===== config.mk =====
export PLATFORM = sky130hd
export DESIGN_NAME = spi_byte_master
export DESIGN_NICKNAME = d
export VERILOG_FILES = /design/src/rtl/spi_pkg.sv /design/src/rtl/spi_sclk_div.sv /design/src/rtl/spi_byte_master.sv
export SDC_FILE = /design/constraint.sdc
export NUM_CORES = 1
export LEC_CHECK = 0
export CAP_MARGIN = 40
export CORE_MARGIN = 8
export CORE_UTILIZATION = 30
export CTS_BUF_LIST = sky130_fd_sc_hd__clkbuf_16
export DETAILED_ROUTE_END_ITERATION = 10
export GPL_TIMING_DRIVEN = 0
export SLEW_MARGIN = 30
export SYNTH_ARGS = -nofsm -noshare
export SYNTH_HDL_FRONTEND = slang
export SYNTH_SLANG_ARGS = --single-unit

===== constraint.sdc =====
create_clock -name CLK -period 5.8 [get_ports CLK]
set_input_delay 1.16 -clock CLK [delete_from_list [all_inputs] [get_ports CLK]]
set_output_delay 1.16 -clock CLK [all_outputs]
set_load 0.01 [all_outputs]

===== src/rtl/spi_pkg.sv =====
`default_nettype none
// +----------------------------------------------------------------------+
// | spi_pkg: state encoding, SPI mode constants and parameter defaults.  |
// | Rev 1.0                                                              |
// +----------------------------------------------------------------------+
package spi_pkg;

  typedef enum logic [1:0] {
    ST_IDLE     = 2'd0,
    ST_SHIFT_LO = 2'd1,
    ST_SHIFT_HI = 2'd2,
    ST_GAP      = 2'd3
  } spi_state_t;

  localparam logic CPOL = 1'b0;
  localparam logic CPHA = 1'b0;

  localparam int DEFAULT_CLK_DIV    = 4;
  localparam int DEFAULT_GAP_CYCLES = 16;

endpackage
`default_nettype wire


===== src/rtl/spi_sclk_div.sv =====
`default_nettype none
// +----------------------------------------------------------------------+
// | spi_sclk_div: SCLK half-period counter with one-cycle terminal strobe.|
// | Rev 1.0                                                              |
// +----------------------------------------------------------------------+
module spi_sclk_div #(
  parameter int DIV = 4
) (
  input  logic clk,
  input  logic rst_n,
  input  logic i_en,
  input  logic i_clr,
  output logic o_tc
);

  localparam logic [7:0] C_LAST = 8'(DIV - 1);

  logic [7:0] r_cnt;
  logic       w_last;

  assign w_last = (r_cnt == C_LAST);
  assign o_tc   = i_en && w_last;

  always_ff @(posedge clk or negedge rst_n) begin
    if (!rst_n) begin
      r_cnt <= 8'd0;
    end else if (i_clr || o_tc) begin
      r_cnt <= 8'd0;
    end else if (i_en) begin
      r_cnt <= r_cnt + 8'd1;
    end
  end

endmodule
`default_nettype wire


===== src/rtl/spi_byte_master.sv =====
`default_nettype none
// +----------------------------------------------------------------------+
// | spi_byte_master: SPI mode-0 single-byte master (MSB first).          |
// | Optional inter-byte gap: define SPI_BYTE_GAP_EN.       Rev 1.0       |
// +----------------------------------------------------------------------+
module spi_byte_master
  import spi_pkg::*;
#(
  parameter int CLK_DIV    = DEFAULT_CLK_DIV,
  parameter int GAP_CYCLES = DEFAULT_GAP_CYCLES
) (
  input  logic       CLK,
  input  logic       RST,
  input  logic       sndRec,
  input  logic [7:0] DIN,
  input  logic       MISO,
  output logic       BUSY,
  output logic [7:0] DOUT,
  output logic       MOSI,
  output logic       SCLK
);

`ifdef SPI_BYTE_GAP_EN
  localparam spi_state_t C_END_STATE = ST_GAP;
`else
  localparam spi_state_t C_END_STATE = ST_IDLE;
`endif

  spi_state_t r_state;
  spi_state_t w_next;
  logic [6:0] r_tx;
  logic [7:0] r_rx;
  logic [2:0] r_bit_cnt;
  logic       r_busy;
  logic [7:0] r_dout;
  logic       r_mosi;
  logic       r_sclk;
  logic       w_start;
  logic       w_div_en;
  logic       w_tc;
  logic       w_last_bit;

  assign w_start    = (r_state == ST_IDLE) && sndRec;
  assign w_div_en   = (r_state == ST_SHIFT_LO) || (r_state == ST_SHIFT_HI);
  assign w_last_bit = (r_bit_cnt == 3'd7);

  spi_sclk_div #(
    .DIV (CLK_DIV)
  ) u_div (
    .clk   (CLK),
    .rst_n (RST),
    .i_en  (w_div_en),
    .i_clr (w_start),
    .o_tc  (w_tc)
  );

`ifdef SPI_BYTE_GAP_EN
  localparam logic [15:0] C_GAP_LAST = 16'(GAP_CYCLES - 1);
  logic [15:0] r_gap_cnt;
  logic        w_gap_done;

  assign w_gap_done = (r_state == ST_GAP) && (r_gap_cnt == C_GAP_LAST);

  always_ff @(posedge CLK or negedge RST) begin
    if (!RST) begin
      r_gap_cnt <= 16'd0;
    end else if (r_state != ST_GAP) begin
      r_gap_cnt <= 16'd0;
    end else begin
      r_gap_cnt <= r_gap_cnt + 16'd1;
    end
  end
`endif

  always_ff @(posedge CLK or negedge RST) begin
    if (!RST) begin
      r_state <= ST_IDLE;
    end else begin
      r_state <= w_next;
    end
  end

  always_comb begin
    w_next = r_state;
    case (r_state)
      ST_IDLE:     if (w_start) w_next = ST_SHIFT_LO;
      ST_SHIFT_LO: if (w_tc) w_next = ST_SHIFT_HI;
      ST_SHIFT_HI: if (w_tc) w_next = w_last_bit ? C_END_STATE : ST_SHIFT_LO;
`ifdef SPI_BYTE_GAP_EN
      ST_GAP:      if (w_gap_done) w_next = ST_IDLE;
`endif
      default:     w_next = ST_IDLE;
    endcase
  end

  // rx samples on the rising SCLK edge; tx advances on the falling edge
  always_ff @(posedge CLK or negedge RST) begin
    if (!RST) begin
      r_tx      <= 7'd0;
      r_rx      <= 8'd0;
      r_bit_cnt <= 3'd0;
      r_busy    <= 1'b0;
      r_dout    <= 8'd0;
      r_mosi    <= 1'b0;
      r_sclk    <= CPOL;
    end else begin
      if (w_start) begin
        r_tx      <= DIN[6:0];
        r_mosi    <= DIN[7];
        r_busy    <= 1'b1;
        r_bit_cnt <= 3'd0;
      end
      if (w_tc && (r_state == ST_SHIFT_LO)) begin
        r_sclk <= ~CPOL;
        r_rx   <= {r_rx[6:0], MISO};
      end
      if (w_tc && (r_state == ST_SHIFT_HI)) begin
        r_sclk <= CPOL;
        if (!w_last_bit) begin
          r_bit_cnt <= r_bit_cnt + 3'd1;
          r_mosi    <= r_tx[6];
          r_tx      <= {r_tx[5:0], 1'b0};
        end else begin
          r_dout <= r_rx;
          r_mosi <= 1'b0;
`ifndef SPI_BYTE_GAP_EN
          r_busy <= 1'b0;
`endif
        end
      end
`ifdef SPI_BYTE_GAP_EN
      if (w_gap_done) r_busy <= 1'b0;
`endif
    end
  end

  assign BUSY = r_busy;
  assign DOUT = r_dout;
  assign MOSI = r_mosi;
  assign SCLK = r_sclk;

endmodule
`default_nettype wire

==> Word-level counts from Yosys, hierarchy flattened <==
Cells that the tools add are included.
{ "classes": {"addsub": 2, "mul": 0, "div_mod_pow": 0, "order_cmp": 0, "eq_ne": 7, "shifts": 0, "n_mux": 21, "n_bitwise": 0, "reduce_logical": 12} }
{ "ops": {"columns": ["operator", "count"], "rows": [
  ["7-bit 2-to-1 mux", 3],
  ["8-bit 2-to-1 mux", 2],
  ["1-bit 2-to-1 mux", 9],
  ["3-bit 2-to-1 mux", 3],
  ["8-bit by 1-bit adder with 8-bit output, second input constant", 1],
  ["8-bit by 2-bit == test with 1-bit output, second input constant", 1],
  ["2-bit 2-to-1 mux", 3],
  ["2-bit by 1-bit != test with 1-bit output, second input constant", 3],
  ["2-bit case mux with 3 select lines", 1],
  ["2-bit nonzero test", 3],
  ["1-bit logical AND", 4],
  ["3-bit by 1-bit adder with 3-bit output, second input constant", 1],
  ["3-bit == test, second input constant", 1],
  ["3-bit AND reduction", 1],
  ["2-bit by 1-bit == test with 1-bit output, second input constant", 1],
  ["2-bit == test, second input constant", 1],
  ["2-bit logical NOT", 1],
  ["1-bit logical OR", 2],
  ["2-bit AND reduction", 1]
]} }
{ "totals": {"register_bits": 39, "latchBits": 0, "ramBits": 0, "rom_bits": 0, "inputBits": 12, "out_inout_bits": 11, "word_cells": 51, "memories": 0} }

==> Logic depth before layout (Yosys ltp) <==
{ "logic_depth": {"word_depth": 6, "ltp_mapped": 7, "mapped_depth_nobuf": 5} }

==> Cells and area by module <==
From an unflattened synthesis, not the netlist that was laid out.
{ "unflattened": {"hier_cells": 147, "hier_area_um2": 1793.0} }
{ "by_module_without_submodules": {"columns": ["module", "n_inst", "cells_each", "area_per_inst_um2", "seq_area_each_um2"], "rows": [
  ["spi_byte_master", 1, 109, 1387.6, 775.7],
  ["spi_sclk_div", 1, 38, 405.4, 200.2]
]} }

==> Least setup slack after synthesis <==
OpenSTA, ideal clock, no wires.
{ "synth_timing": {"path_type": "input to register", "startpoint": "input port sndRec", "endpoint": "register r_tx[1]", "setup_time_ps": 125, "t_arrival_ps": 2166, "t_required_ps": 5675, "slack_ps": 3509, "path_stages": 4, "path_buffers": 1, "cell_sequence": "and2_1 -> clkbuf_1 -> mux2_2 -> mux2_2"} }
{ "synth_between": {"elab_chain_len": 4} }
{ "synth_rtl": {"columns": ["item", "line_no", "text"], "rows": [
  ["start: declaration", "spi_byte_master.sv:14", "input logic sndRec,"],
  ["1-bit logical AND (*)", "spi_byte_master.sv:43", "assign w_start = (r_state == ST_IDLE) && sndRec;"],
  ["7-bit 2-to-1 mux (*)", "spi_byte_master.sv:107", "if (w_start) begin"],
  ["7-bit 2-to-1 mux", "spi_byte_master.sv:119", "if (!w_last_bit) begin"],
  ["7-bit 2-to-1 mux (*)", "spi_byte_master.sv:117", "if (w_tc && (r_state == ST_SHIFT_HI)) begin"],
  ["end signal: assignment", "spi_byte_master.sv:108", "r_tx <= DIN[6:0];"],
  ["end signal: assignment", "spi_byte_master.sv:122", "r_tx <= {r_tx[5:0], 1'b0};"],
  ["end: declaration", "spi_byte_master.sv:31", "logic [6:0] r_tx;"]
]} }
Mark *: on every way between the ends. The rest lies on a longest branch, timed or not.
A chain may end at the register's enable or synchronous reset.

==> Worst setup path in the final report <==
{ "layout_timing": {"startpoint": "input port sndRec", "endpoint": "register r_tx[2]"} }
The elaborated chain is that of the path after synthesis.

==> impl_results.md <==
* Status: complete, no violations
* Async set or reset register ratio after synthesis at 1.00
* Syn_area_per_cell at 12.7 um^2
* Htree depth at 2
* Post-layout min period at between 2 and 3 ns
* # hold bufs at CTS at 0
* Critical Path Fanout Max at 10
* Die height at about 94 um
* Share of the synthesized area in the top cell type at 0.532
* Worst setup EP type: register
* HP Class: register to register
* Worst-Skew Late Latency at about 0.28 ns
* Setup Buffers After CTS at 0
* Unrepaired setup endpoints after global routing: no
* Final HPWL from detailed placement at between 2000 and 2500 um
* Largest net degree at the start of global routing at 27
* Register area share after synthesis at 0.532
* Synth top area cells: dfrtp_1, mux2_2, ha_1
* Initial DRC count at 21
* Maximum VDD drop at between 0.00015 and 0.0002 V
* Crit path kind: primary input to register
* Worst path max stage delay at about 0.52 ns
* CTS Buffer Depth at 2
* Number of global-route vias before repair at 1,230
* Max cap viols at 0
* Net Sw Frac at 0.195
* Count of state elements after synthesis at 39
* CTS tree: yes
* Largest delay share family, worst path: buffers and inverters
* Final WL at approximately 3300 um
* Fin util at 0.395
* Fin crit share at 0.474
* Count leader, synth: dfrtp_1
* Crit path DAT at 2.91 ns
* Fillers at between 500 and 600
* Initial antenna violation count at 0
* Clock Root Buffer: clkbuf_16
* Critical-path top delay cell: clkdlybuf4s50_1
* Overflow after GRT at 0
* Combinational group share of total power at 0.024
* Number of synthesized flops with an enable pin at 0
* Worst R2R Setup Slack at ~3.7 ns
* CP startpoint: sndRec
* Wire length per cell at about 13 um
* Worst Setup EP: r_tx[2]
* # clock sinks at 39
* Placeable core area at ~5900 um^2
* Vias per inst at approximately 4.8
* Synth cell types at 34
* Reg-to-Reg Start: r_state[0]
* Buffers on Ports at 22
* Reg clk slew, reported paths at about 0.060 ns
* Power Density at around 260 nW/um^2
* Starting Density at 0.310
* Io pins at 23
* Share of layout cells above drive strength 1 at 0.257
* Main synth FF type: dfrtp_1
* First-pass GRT wire length at 5840 um
* Hold Vio Cnt, Final at 0
* Instance count on the critical path at 5
* Row count at 28
* Worst-Margin Slew at approximately 0.57 ns
* Syn Nets at around 160
* Switch Pwr at 117 uW
* Final setup vio count at 0
* Post-synthesis instance total at 144
* P&R area growth vs syn at 27.3%
* Post-route ant nets at 0
* Synth warn at 0
* Startpoint Class: primary input
* Die width at around 94 um
* Pint at just under 500 uW
* Critical-path cell list: clkdlybuf4s50_1 -> and2_1 -> clkbuf_1 -> mux2_2 -> mux2_2
* Slew Limit Fails at 0
* Clock network power share at 0.523
* ANT cells at 0
* FF-to-FF path depth at 6
* Sequential power share at 0.453
* Resized Gates After CTS at 0
* Full die area at 8880 um^2
* Worst EP required at 5.96 ns
* Leak at 1.10 nW
* Synth top cells by count: dfrtp_1, mux2_2, nand2_1
* Cts bufs inserted at 5
* Worst Skew at about 0.0071 ns
* Critical R2R Capture: DOUT[1]
* GRT Resource Usage Total at 0.0838
* WP buf/inv at 2
* Routed via count at 1,189
* CP most frequent cell: mux2_2
* Sum Neg Setup Slack at 0 ns
* GP Congestion at between 0.7 and 0.8
* Drt pass-1 iters at 4
* Biggest area consumer among synthesized cells: dfrtp_1
* Slew headroom at 0.622
* Hold_ws at ~0.5 ns
* Final net count at around 190
* Synth Cell Area at 1840 um^2
* DRC viols at 0
* Max Clk Rate at between 300 and 400 MHz
==> placed cells by master, fill, tap and decap left out, drive strengths merged, types with 2 or more instances in the layout <==
| cell type | count |
|---|---|
| inv | 6 |
| clkbuf | 6 |
| ha | 7 |
| mux2i | 6 |
| xor2 | 3 |
| a21oi | 5 |
| buf | 4 |
| or3 | 3 |
| clkdlybuf4s50 | 21 |
| o21ai | 5 |
| nand3 | 2 |
| nand2 | 9 |
| nor2 | 8 |
| dfrtp | 39 |
| nand4 | 5 |
| a21boi | 2 |
| mux2 | 28 |
==> state kept, by name, indices dropped and copies added, names as in the netlist <==
signal,count
r_bit_cnt,3
r_rx,8
r_state,2
r_tx,7
SCLK,1
MOSI,1
u_div.r_cnt,8
DOUT,8
BUSY,1
==> cell type report <==
type | instances | area (um^2) | area share
plain buffers | 3 | 16.3 | 0.00696
clock buffers | 5 | 125 | 0.0536
clock inverters | 3 | 46.3 | 0.0198
inverters | 5 | 18.8 | 0.00803
multi-input cells | 97 | 825 | 0.353
flip-flops and latches | 39 | 976 | 0.418
well taps | 75 | 93.8 | 0.0402
repair buffers | 23 | 235 | 0.101
==> power by group through the flow <==
| stage | Clock, mW | Combinational [mW] | Sequential [mW] |
|---|---|---|---|
| CTS | 0.324 | 0.0150 | 0.273 |
| detailed placement | 0 | 0.0149 | 0.278 |
| finish | 0.315 | 0.0142 | 0.273 |
| global placement | 0 | 0.0135 | 0.278 |
| global route | 0.337 | 0.0163 | 0.272 |
| floorplan | 0 | 0.000395 | 0.278 |
==> worst min path at each step <==
stage | from | end | depth (start not counted)
final | r_bit_cnt[0] | r_bit_cnt[0] | 1
after global routing | r_rx[7] | r_rx[7] | 1
after CTS | r_bit_cnt[0] | r_bit_cnt[0] | 1
after detailed placement | r_bit_cnt[0] | r_bit_cnt[0] | 1
after global placement | BUSY | BUSY | 1
after floorplan | r_bit_cnt[0] | r_bit_cnt[0] | 1
==> stage by stage <==
| step | power (mW) | setup WS (ns) | cells | area [um^2] |
|---|---|---|---|---|
| after floorplan | 0.278 | 3.51 | 144 | 1840 |
| after global placement | 0.291 | 2.53 | 241 | 2150 |
| after detailed placement | 0.293 | 2.72 | 242 | 2160 |
| after CTS | 0.612 | 3.01 | 250 | 2340 |
| after global routing | 0.626 | 2.93 | 250 | 2340 |
| final | 0.602 | 3.05 | 250 | 2340 |
==> cell families (layout without fill, tap and decap cells) <==
logic type,after synthesis,after routing,synth area share
DFF,39,39,0.532
buffers and inverters,8,39,0.0191
adders and majority gates,7,7,0.0477
and+or+nand+nor,36,36,0.123
muxes,34,34,0.204
xor gates and xnor gates,4,4,0.0191
AOI/OAI and AO/OA,16,16,0.0552
==> metal layers <==
| metal | share of wire | track usage |
|---|---|---|
| met1 | 0.47 | 0.0986 |
| met2 | 0.47 | 0.133 |
| met3 | 0.050 | 0.0320 |
| met4 | 0.0096 | 0.0357 |
| met5 | 0 | 0 |
Note: power is estimated with default switching activity, not from simulation.
